## config.mk

```make
export PLATFORM = sky130hd
export DESIGN_NAME = uart_tx
export DESIGN_NICKNAME = d
export VERILOG_FILES = /design/src/rtl/uart_pkg.sv /design/src/rtl/uart_baud_gen.sv /design/src/rtl/uart_tx.sv
export SDC_FILE = /design/constraint.sdc
export NUM_CORES = 1
export LEC_CHECK = 0
export ABC_AREA = 1
export CAP_MARGIN = 20
export CELL_PAD_IN_SITES_DETAIL_PLACEMENT = 1
export CELL_PAD_IN_SITES_GLOBAL_PLACEMENT = 1
export CORE_AREA = 5 5 69 71
export DETAILED_ROUTE_END_ITERATION = 12
export DIE_AREA = 0 0 74 76
export GPL_TIMING_DRIVEN = 0
export PLACE_DENSITY_LB_ADDON = 0.25
export SYNTH_ARGS = -nofsm -noshare
export SYNTH_HDL_FRONTEND = slang
export SYNTH_SLANG_ARGS = --single-unit
```

## constraint.sdc

```tcl
create_clock -name clk -period 1.6 [get_ports clk]
set_input_delay 0.32 -clock clk [delete_from_list [all_inputs] [get_ports clk]]
set_output_delay 0.32 -clock clk [all_outputs]
set_load 0.005 [all_outputs]
```

## src/rtl/uart_pkg.sv

```systemverilog
// uart_pkg: shared definitions for the UART transmitter (and, later, the receiver).
//   - uart_state_e       : frame FSM state encoding
//   - DATA_BIT/START_BIT : frame geometry
//   - BAUD_MAX_9600_100M : default divisor (9600 baud from a 100 MHz clock)
//   - BAUD_CNT_W         : width of the baud counter; the divisor must fit in it
package uart_pkg;

    localparam int unsigned DATA_BIT           = 8;
    localparam int unsigned START_BIT          = 1;
    localparam int unsigned BAUD_MAX_9600_100M = 10416;
    localparam int unsigned BAUD_CNT_W         = 14;

    typedef enum logic [2:0] {
        StIdle,
        StStart,
        StData,
        StParity,
        StStop
    } uart_state_e;

endpackage

```

## src/rtl/uart_baud_gen.sv

```systemverilog
// uart_baud_gen: enable-gated bit-period counter.
// Counts 0..BAUD_MAX while en is high and wraps; held at 0 while en is low, so the
// first period after en rises is a full BAUD_MAX+1 cycles.
// Ports:
//   clk     in  system clock
//   rst_n   in  asynchronous active-low reset
//   en      in  count enable; low clears the counter synchronously
//   bit_end out high in the last cycle of each bit period
import uart_pkg::*;

module uart_baud_gen #(
    parameter int unsigned BAUD_MAX = BAUD_MAX_9600_100M
) (
    input  logic clk,
    input  logic rst_n,
    input  logic en,
    output logic bit_end
);

    localparam logic [BAUD_CNT_W-1:0] CntMax = BAUD_CNT_W'(BAUD_MAX);

    logic [BAUD_CNT_W-1:0] count_q;

    generate
        if (BAUD_MAX >= (32'd1 << BAUD_CNT_W)) begin : g_baud_max_chk
            $error("uart_baud_gen: BAUD_MAX does not fit in the baud counter");
        end
    endgenerate

    always_ff @(posedge clk or negedge rst_n) begin
        if (!rst_n) begin
            count_q <= '0;
        end else if (!en) begin
            count_q <= '0;
        end else if (count_q == CntMax) begin
            count_q <= '0;
        end else begin
            count_q <= count_q + 1'b1;
        end
    end

    assign bit_end = en && (count_q == CntMax);

endmodule

```

## src/rtl/uart_tx.sv

```systemverilog
// uart_tx: UART transmitter, start + 8 data bits (LSB first) + optional parity + 1/2 stop.
// Optional feature macro: UART_TX_PARITY_EN (adds a parity bit, even/odd by PARITY_ODD).
// Ports:
//   clk      in  system clock
//   rst_n    in  asynchronous active-low reset (abandons any frame, tx high at once)
//   tx_data  in  byte to send, captured at the valid/ready handshake
//   tx_valid in  source has a byte
//   tx_ready out transmitter idle and able to accept a byte
//   tx       out serial line (flop output, idles high)
//   tx_busy  out frame in progress (~tx_ready)
//   tx_done  out one-cycle pulse in the last cycle of the final stop bit
import uart_pkg::*;

module uart_tx #(
    parameter int unsigned BAUD_MAX   = BAUD_MAX_9600_100M,
    parameter int unsigned STOP_BITS  = 1,
    parameter int unsigned PARITY_ODD = 0
) (
    input  logic       clk,
    input  logic       rst_n,
    input  logic [7:0] tx_data,
    input  logic       tx_valid,
    output logic       tx_ready,
    output logic       tx,
    output logic       tx_busy,
    output logic       tx_done
);

    localparam logic       LastStop = (STOP_BITS == 2);
    localparam logic [2:0] LastData = 3'(DATA_BIT - 1);

    generate
        if (STOP_BITS != 1 && STOP_BITS != 2) begin : g_stop_chk
            $error("uart_tx: STOP_BITS must be 1 or 2");
        end
        if (PARITY_ODD > 1) begin : g_parity_chk
            $error("uart_tx: PARITY_ODD must be 0 or 1");
        end
    endgenerate

    uart_state_e state_q;
    logic [7:0]  shift_q;
    logic [2:0]  bit_idx_q;
    logic        stop_idx_q;
    logic        tx_q;
    logic        ready_q;
    logic        bit_end;

`ifdef UART_TX_PARITY_EN
    localparam logic ParityOdd = PARITY_ODD[0];
    logic parity_q;
`endif

    uart_baud_gen #(
        .BAUD_MAX(BAUD_MAX)
    ) u_baud_gen (
        .clk    (clk),
        .rst_n  (rst_n),
        .en     (state_q != StIdle),
        .bit_end(bit_end)
    );

    // tx is loaded one bit ahead at each transition so the pin is always a flop output.
    always_ff @(posedge clk or negedge rst_n) begin
        if (!rst_n) begin
            state_q    <= StIdle;
            shift_q    <= '0;
            bit_idx_q  <= '0;
            stop_idx_q <= 1'b0;
            tx_q       <= 1'b1;
            ready_q    <= 1'b1;
`ifdef UART_TX_PARITY_EN
            parity_q   <= 1'b0;
`endif
        end else begin
            unique case (state_q)
                StIdle: begin
                    tx_q <= 1'b1;
                    if (tx_valid && ready_q) begin
                        shift_q    <= tx_data;
`ifdef UART_TX_PARITY_EN
                        parity_q   <= (^tx_data) ^ ParityOdd;
`endif
                        bit_idx_q  <= '0;
                        stop_idx_q <= 1'b0;
                        tx_q       <= 1'b0;
                        ready_q    <= 1'b0;
                        state_q    <= StStart;
                    end
                end
                StStart: begin
                    if (bit_end) begin
                        bit_idx_q <= '0;
                        tx_q      <= shift_q[0];
                        state_q   <= StData;
                    end
                end
                StData: begin
                    if (bit_end) begin
                        shift_q   <= {1'b0, shift_q[7:1]};
                        bit_idx_q <= bit_idx_q + 3'd1;
                        if (bit_idx_q == LastData) begin
`ifdef UART_TX_PARITY_EN
                            tx_q       <= parity_q;
                            state_q    <= StParity;
`else
                            tx_q       <= 1'b1;
                            stop_idx_q <= 1'b0;
                            state_q    <= StStop;
`endif
                        end else begin
                            tx_q <= shift_q[1];
                        end
                    end
                end
`ifdef UART_TX_PARITY_EN
                StParity: begin
                    if (bit_end) begin
                        tx_q       <= 1'b1;
                        stop_idx_q <= 1'b0;
                        state_q    <= StStop;
                    end
                end
`endif
                StStop: begin
                    if (bit_end) begin
                        if (stop_idx_q == LastStop) begin
                            ready_q <= 1'b1;
                            state_q <= StIdle;
                        end else begin
                            stop_idx_q <= 1'b1;
                        end
                    end
                end
                default: begin
                    tx_q    <= 1'b1;
                    ready_q <= 1'b1;
                    state_q <= StIdle;
                end
            endcase
        end
    end

    assign tx       = tx_q;
    assign tx_ready = ready_q;
    assign tx_busy  = ~ready_q;
    // Decoded from flops: coincides with the final bit_end, so the handshake that
    // follows can only land on the next (idle) cycle.
    assign tx_done  = (state_q == StStop) && bit_end && (stop_idx_q == LastStop);

endmodule
```

**After elaboration in Yosys (flattened, before gate mapping)**

Cells that the tools add are included.

- Bitwise operators: 4
- Mux-type cells: 30
- Multipliers: 0
- $lt $le $gt $ge: 0
- Add/subtract/negate cells: 2
- Equality and inequality tests: 11
- Shifts and indexed selects: 0
- Divide/modulo/power cells: 0
- Reductions and logical operators: 16

Operator list:

| operator | number |
|---|---|
| 14-bit two-way mux | 2 |
| 3-bit two-way mux | 9 |
| 8-bit two-way mux | 2 |
| 8-bit one-hot mux with 2 select lines | 1 |
| 14-bit by 1-bit adder with 14-bit output, second input constant | 1 |
| 14-bit == test, second input constant | 1 |
| 2-bit != test, second input constant | 6 |
| 3-bit one-hot mux with 4 select lines | 1 |
| 1-bit two-way mux | 11 |
| 3-bit one-hot mux with 3 select lines | 1 |
| 3-bit nonzero test | 3 |
| 4-bit AND reduction | 2 |
| 3-bit == test, second input constant | 2 |
| 1-bit one-hot mux with 3 select lines | 2 |
| 3-bit AND reduction | 2 |
| 6-bit AND reduction | 1 |
| 5-bit AND reduction | 1 |
| 1-bit logical AND | 4 |
| 1-bit NOT | 4 |
| 1-bit one-hot mux with 4 select lines | 1 |
| 3-bit by 1-bit adder with 3-bit output, second input constant | 1 |
| 3-bit by 1-bit == test with 1-bit output, second input constant | 1 |
| 3-bit by 2-bit == test with 1-bit output, second input constant | 1 |
| 3-bit logical NOT | 1 |
| 2 further kinds | 2 |

- Memory bits (read-only): 0
- Register bits: 31
- Memories kept: 0
- Bits of input ports: 11
- Bits in latches: 0
- Memory bits (writable): 0

**Longest topological paths before layout**

- Word-level depth: 4
- Gate-level depth with buffers: 9
- Depth with buffers taken out: 9

**Hierarchy**

Synthesis repeated with hierarchy kept, for this count alone.

- Cell total of the unflattened synthesis: 224
- Area total of the unflattened synthesis: 1,725.4 um^2

Modules (own cells, without submodules):

| module | area each (um^2) | times used | cells an instance |
|---|---|---|---|
| uart_tx | 947.2 | 1 | 122 |
| uart_baud_gen | 778.2 | 1 | 102 |

**Worst setup path after synthesis**

OpenSTA, ideal clock, no wires.

- Path kind: reg2out
- From: register u_baud_gen.count_q[0]
- To: output port tx_done
- Arrival: 1,089 ps
- Stages on the path, launching flop included: 7
- Path slack: 191 ps
- Data required time: 1,280 ps
- Cells stage by stage: dfrtp_1 inv_1 ha_1 nand3_1 nor2_4 nand2_4 nor2_1

- Longest elaborated chain between the ends: 4

Ends and longest elaborated chain:

| element | RTL line | source |
|---|---|---|
| start, declared | uart_baud_gen.sv:22 | `logic [BAUD_CNT_W-1:0] count_q;` |
| start signal, assigned | uart_baud_gen.sv:38 | `count_q <= count_q + 1'b1;` |
| 14-bit == test | uart_baud_gen.sv:42 | `assign bit_end = en && (count_q == CntMax);` |
| 1-bit logical AND | uart_baud_gen.sv:42 |  |
| 1-bit logical AND (2 in series) | uart_tx.sv:149 | `assign tx_done = (state_q == StStop) && bit_end && (stop_idx_q == LastStop);` |
| end, declared | uart_tx.sv:26 | `output logic tx_done` |

No other way between the ends.

**Final worst setup path**

Ends and elaborated chain as after synthesis.

==> Implementation_results.wiki <==
{| class="wikitable"
! Metric !! Value
|-
| Post-Synthesis Cell Area || 1690 um^2
|-
| Crit Path Max Fanout || 2
|-
| Number of pins exceeding their max-slew limit in the final report || 0
|-
| Fin area || 2270 um^2
|-
| Maximum clock path buffer count || 2
|-
| Worst-skew pair later-pin latency || 0.29 ns
|-
| Vias after detailed routing || 1447
|-
| Required time of the critical path || 1.28 ns
|-
| Final count of negative-setup-slack endpoints || 9
|-
| Worst Max-Slew Pin Slew || 0.685 ns
|-
| Via count of the first global-routing pass || 1625
|-
| Period utilisation layout || 1.09
|-
| Crit-path slowest cell || sky130_fd_sc_hd__dfrtp_1
|-
| Area growth syn-to-layout || 34.4%
|-
| Ant. Diodes || 0
|-
| Number of nets with antenna violations after routing || 0
|-
| Overall fraction of global-route tracks in use || 0.174
|-
| TritonCTS buffer count || 5
|-
| Floorplan die area || 5620 um^2
|-
| Post-DP HPWL || slightly below 3 mm
|-
| Die Y-Extent || 76 um
|-
| H-Tree Depth || 2
|-
| Number of antenna violations at the first check in global routing || 0
|-
| Clk slew on worst S/H paths || 0.07 ns
|-
| Synth warnings || 0
|-
| Result of the run || complete, but fails checks
|-
| Core outline area || 4170 um^2
|-
| Post-CTS Hold Buffers || 0
|-
| Largest stage delay on the critical path || 0.40 ns
|-
| CP cell instances || inv_2, ha_4, nand3_4, nor2_4, nand2_4, nor2_1, buf_2
|-
| Maximum capacitance violations || 0
|-
| Total wirelength of the detailed-routed design || 4.43 mm
|-
| Post-placement cell count || 266
|-
| Number of nets in the synthesized netlist || approximately 210
|-
| Number of distinct library cells after synthesis || 31
|-
| Leak Pwr || 1.03 nW
|-
| Unrepaired setup endpoints after global routing || true
|-
| I/O Pins || 15
|-
| Worst hold-check slack || 0.442 ns
|-
| Layout cell share with drive strength beyond 1 || 0.294
|-
| Post-layout min period || roughly 1.7 ns
|-
| Worst slew margin relative to its limit || 0.542
|-
| FP Rows || 24
|-
| Final net count || 252
|-
| Critical path data arrival time || approximately 1.4 ns
|-
| Cells taking the most area after synthesis || sky130_fd_sc_hd__dfrtp_1 (41%), sky130_fd_sc_hd__nand2_1 (7.8%), sky130_fd_sc_hd__nor2_1 (5.3%)
|-
| Per-cell via count in the routed design || 4.99
|-
| Final critical-path setup slack || -0.145 ns
|-
| DRC violation count after routing || 0
|-
| Die Span X || 74 um
|-
| Synth area leader || sky130_fd_sc_hd__dfrtp_1
|-
| Number of synthesized register bits || 30
|-
| Top-area cell type share of the netlist area || 0.414
|-
| GPL Wtd Cong || between 0.7 and 0.8
|-
| Setup_tns || -0.711 ns
|-
| Failing checks || setup timing
|-
| Standard cell area after detailed placement || 1920 um^2
|-
| Cell area power density || ~1600 nW/um^2
|-
| First-pass GRT wire length || 7.66 mm
|-
| Count of mapped cells out of synthesis || 199
|-
| Final core utilization || 0.545
|-
| Hold violation count in the final report || 0
|-
| Hold Crit Class || primary input to async pin
|-
| Worst Setup Path Type || flop to primary output
|-
| Clock root buffer || sky130_fd_sc_hd__clkbuf_8
|-
| Routed length per instance || ~15 um
|-
| Pin count of the biggest net entering global routing || 19
|-
| Final Skew || between 0.01 and 0.015 ns
|-
| Maximum operating frequency || around 0.57 GHz
|-
| Largest voltage drop on the vdd net || 0.726 mV
|-
| Starting density of the core || 0.405
|-
| Clock sink count || 30
|-
| Kind of launch point of the worst setup path || flop
|-
| Number of violations reported at the end of detailed-routing iteration 0 || 29
|-
| Buffers on Ports || 14
|-
| Final cell count without fillers || 290
|-
| Overflow after GRT || 0
|-
| Sequential-to-total area share from yosys stat || 0.445
|-
| TritonCTS clock tree || built
|-
| Detailed Routing Iterations Pass 1 || 4
|-
| Critical Path End Type || primary output
|-
| Syn_area_per_cell || 8.50 um^2
|}
==> through the flow <==
stage	power, mW	worst slack [ns]
2_1_floorplan	2.03	0.191
3_3_place_gp	2.33	-0.360
3_5_place_dp	2.41	-0.404
4_1_cts	3.46	-0.0982
5_1_grt	3.84	-0.204
6_report	3.58	-0.145
==> cell usage in the layout (no fill, tap or decap), types with 6 or more instances in the layout <==
cell type,netlist,final
sky130_fd_sc_hd__nand2_1,35,34
sky130_fd_sc_hd__a21oi_1,14,14
sky130_fd_sc_hd__clkbuf_8,0,6
sky130_fd_sc_hd__nor2_1,24,23
sky130_fd_sc_hd__o21ai_0,14,11
sky130_fd_sc_hd__buf_4,0,13
sky130_fd_sc_hd__clkdlybuf4s50_1,0,10
sky130_fd_sc_hd__inv_2,5,8
sky130_fd_sc_hd__nand3_1,12,9
sky130_fd_sc_hd__dfrtp_1,28,27
sky130_fd_sc_hd__inv_1,18,15
==> area by class of cell <==
class / count / area (um^2)
fill: 498 / 1900
clock inverter: 2 / 60.1
inverter: 23 / 86.3
clock buffer: 6 / 82.6
buffer: 2 / 31.3
timing repair buffer: 31 / 304
multi-input combinational: 144 / 890
tap: 52 / 65.1
sequential: 30 / 754
==> synth_stat cells, drive strengths merged <==
cell type and count:
nand2 42, nor2 32, dfrtp 28, inv 23, o21ai 18, a21oi 16, nand3 15, or2 6
ha 4, nor3 4, buf 2, dfstp 2, xnor2 2, a21boi 1, nand4 1, nor3b 1
o21a 1, xor2 1
==> logic make-up after synthesis <==
family,share of synthesized area
simple gates,0.317
compound gates,0.123
buf+inv,0.0695
fa+ha+maj,0.0296
flops,0.445
xor+xnor,0.0155
==> sequential cells by signal, indices dropped and copies added, names as in the netlist <==
register / cells
bit_idx_q: 3
shift_q: 8
state_q: 3
tx: 1
tx_ready: 1
u_baud_gen.count_q: 14
==> worst paths after layout <==
| kind | from | end | slack [ns] | depth (start not counted) |
|---|---|---|---|---|
| min in group clk | tx | tx | 0.48 | 2 |
| max in group asynchronous | rst_n | tx | 0.55 | 2 |
| worst max register to register | u_baud_gen.count_q[0] | shift_q[5] | -0.08 | 12 |
| worst max-delay path | u_baud_gen.count_q[0] | tx_done | -0.14 | 7 |
| worst min register to register | tx | tx | 0.48 | 2 |
| worst min-delay path | rst_n | shift_q[4] | 0.44 | 1 |
==> critical path: cells and delay by family (launching register included) <==
| kind | cells | cell delay [ns] |
|---|---|---|
| and+or+nand+nor | 4 | 0.37 |
| DFF | 1 | 0.40 |
| adders and majority gates | 1 | 0.15 |
| buffers and inverters | 2 | 0.22 |
==> where the power goes <==
| group | leakage [nW] | total [mW] | internal (mW) | switching (mW) |
|---|---|---|---|---|
| Clock | 0.0714 | 0.979 | 0.664 | 0.315 |
| Combinational | 0.576 | 1.47 | 0.630 | 0.843 |
| Sequential | 0.382 | 1.12 | 0.968 | 0.155 |
==> repair_timing <==
item | CTS | global route
endpoints found under the hold margin | 0 | 0
setup endpoints to repair | 5 | 20
buffers inserted | 11 | 4
cloned | 0 | 1
gates resized for setup | 14 | 15
pin swaps | 6 | 6
==> layer usage <==
metal  vias up  routed length (um)  GRT usage
met5         -                   0          0
met4         0                  86     0.0707
met3         9                 115     0.0356
li1        716                   -          -
met1       703                1840      0.209
met2        19                2390      0.293
No activity file was read; power rests on OpenSTA's default activity.
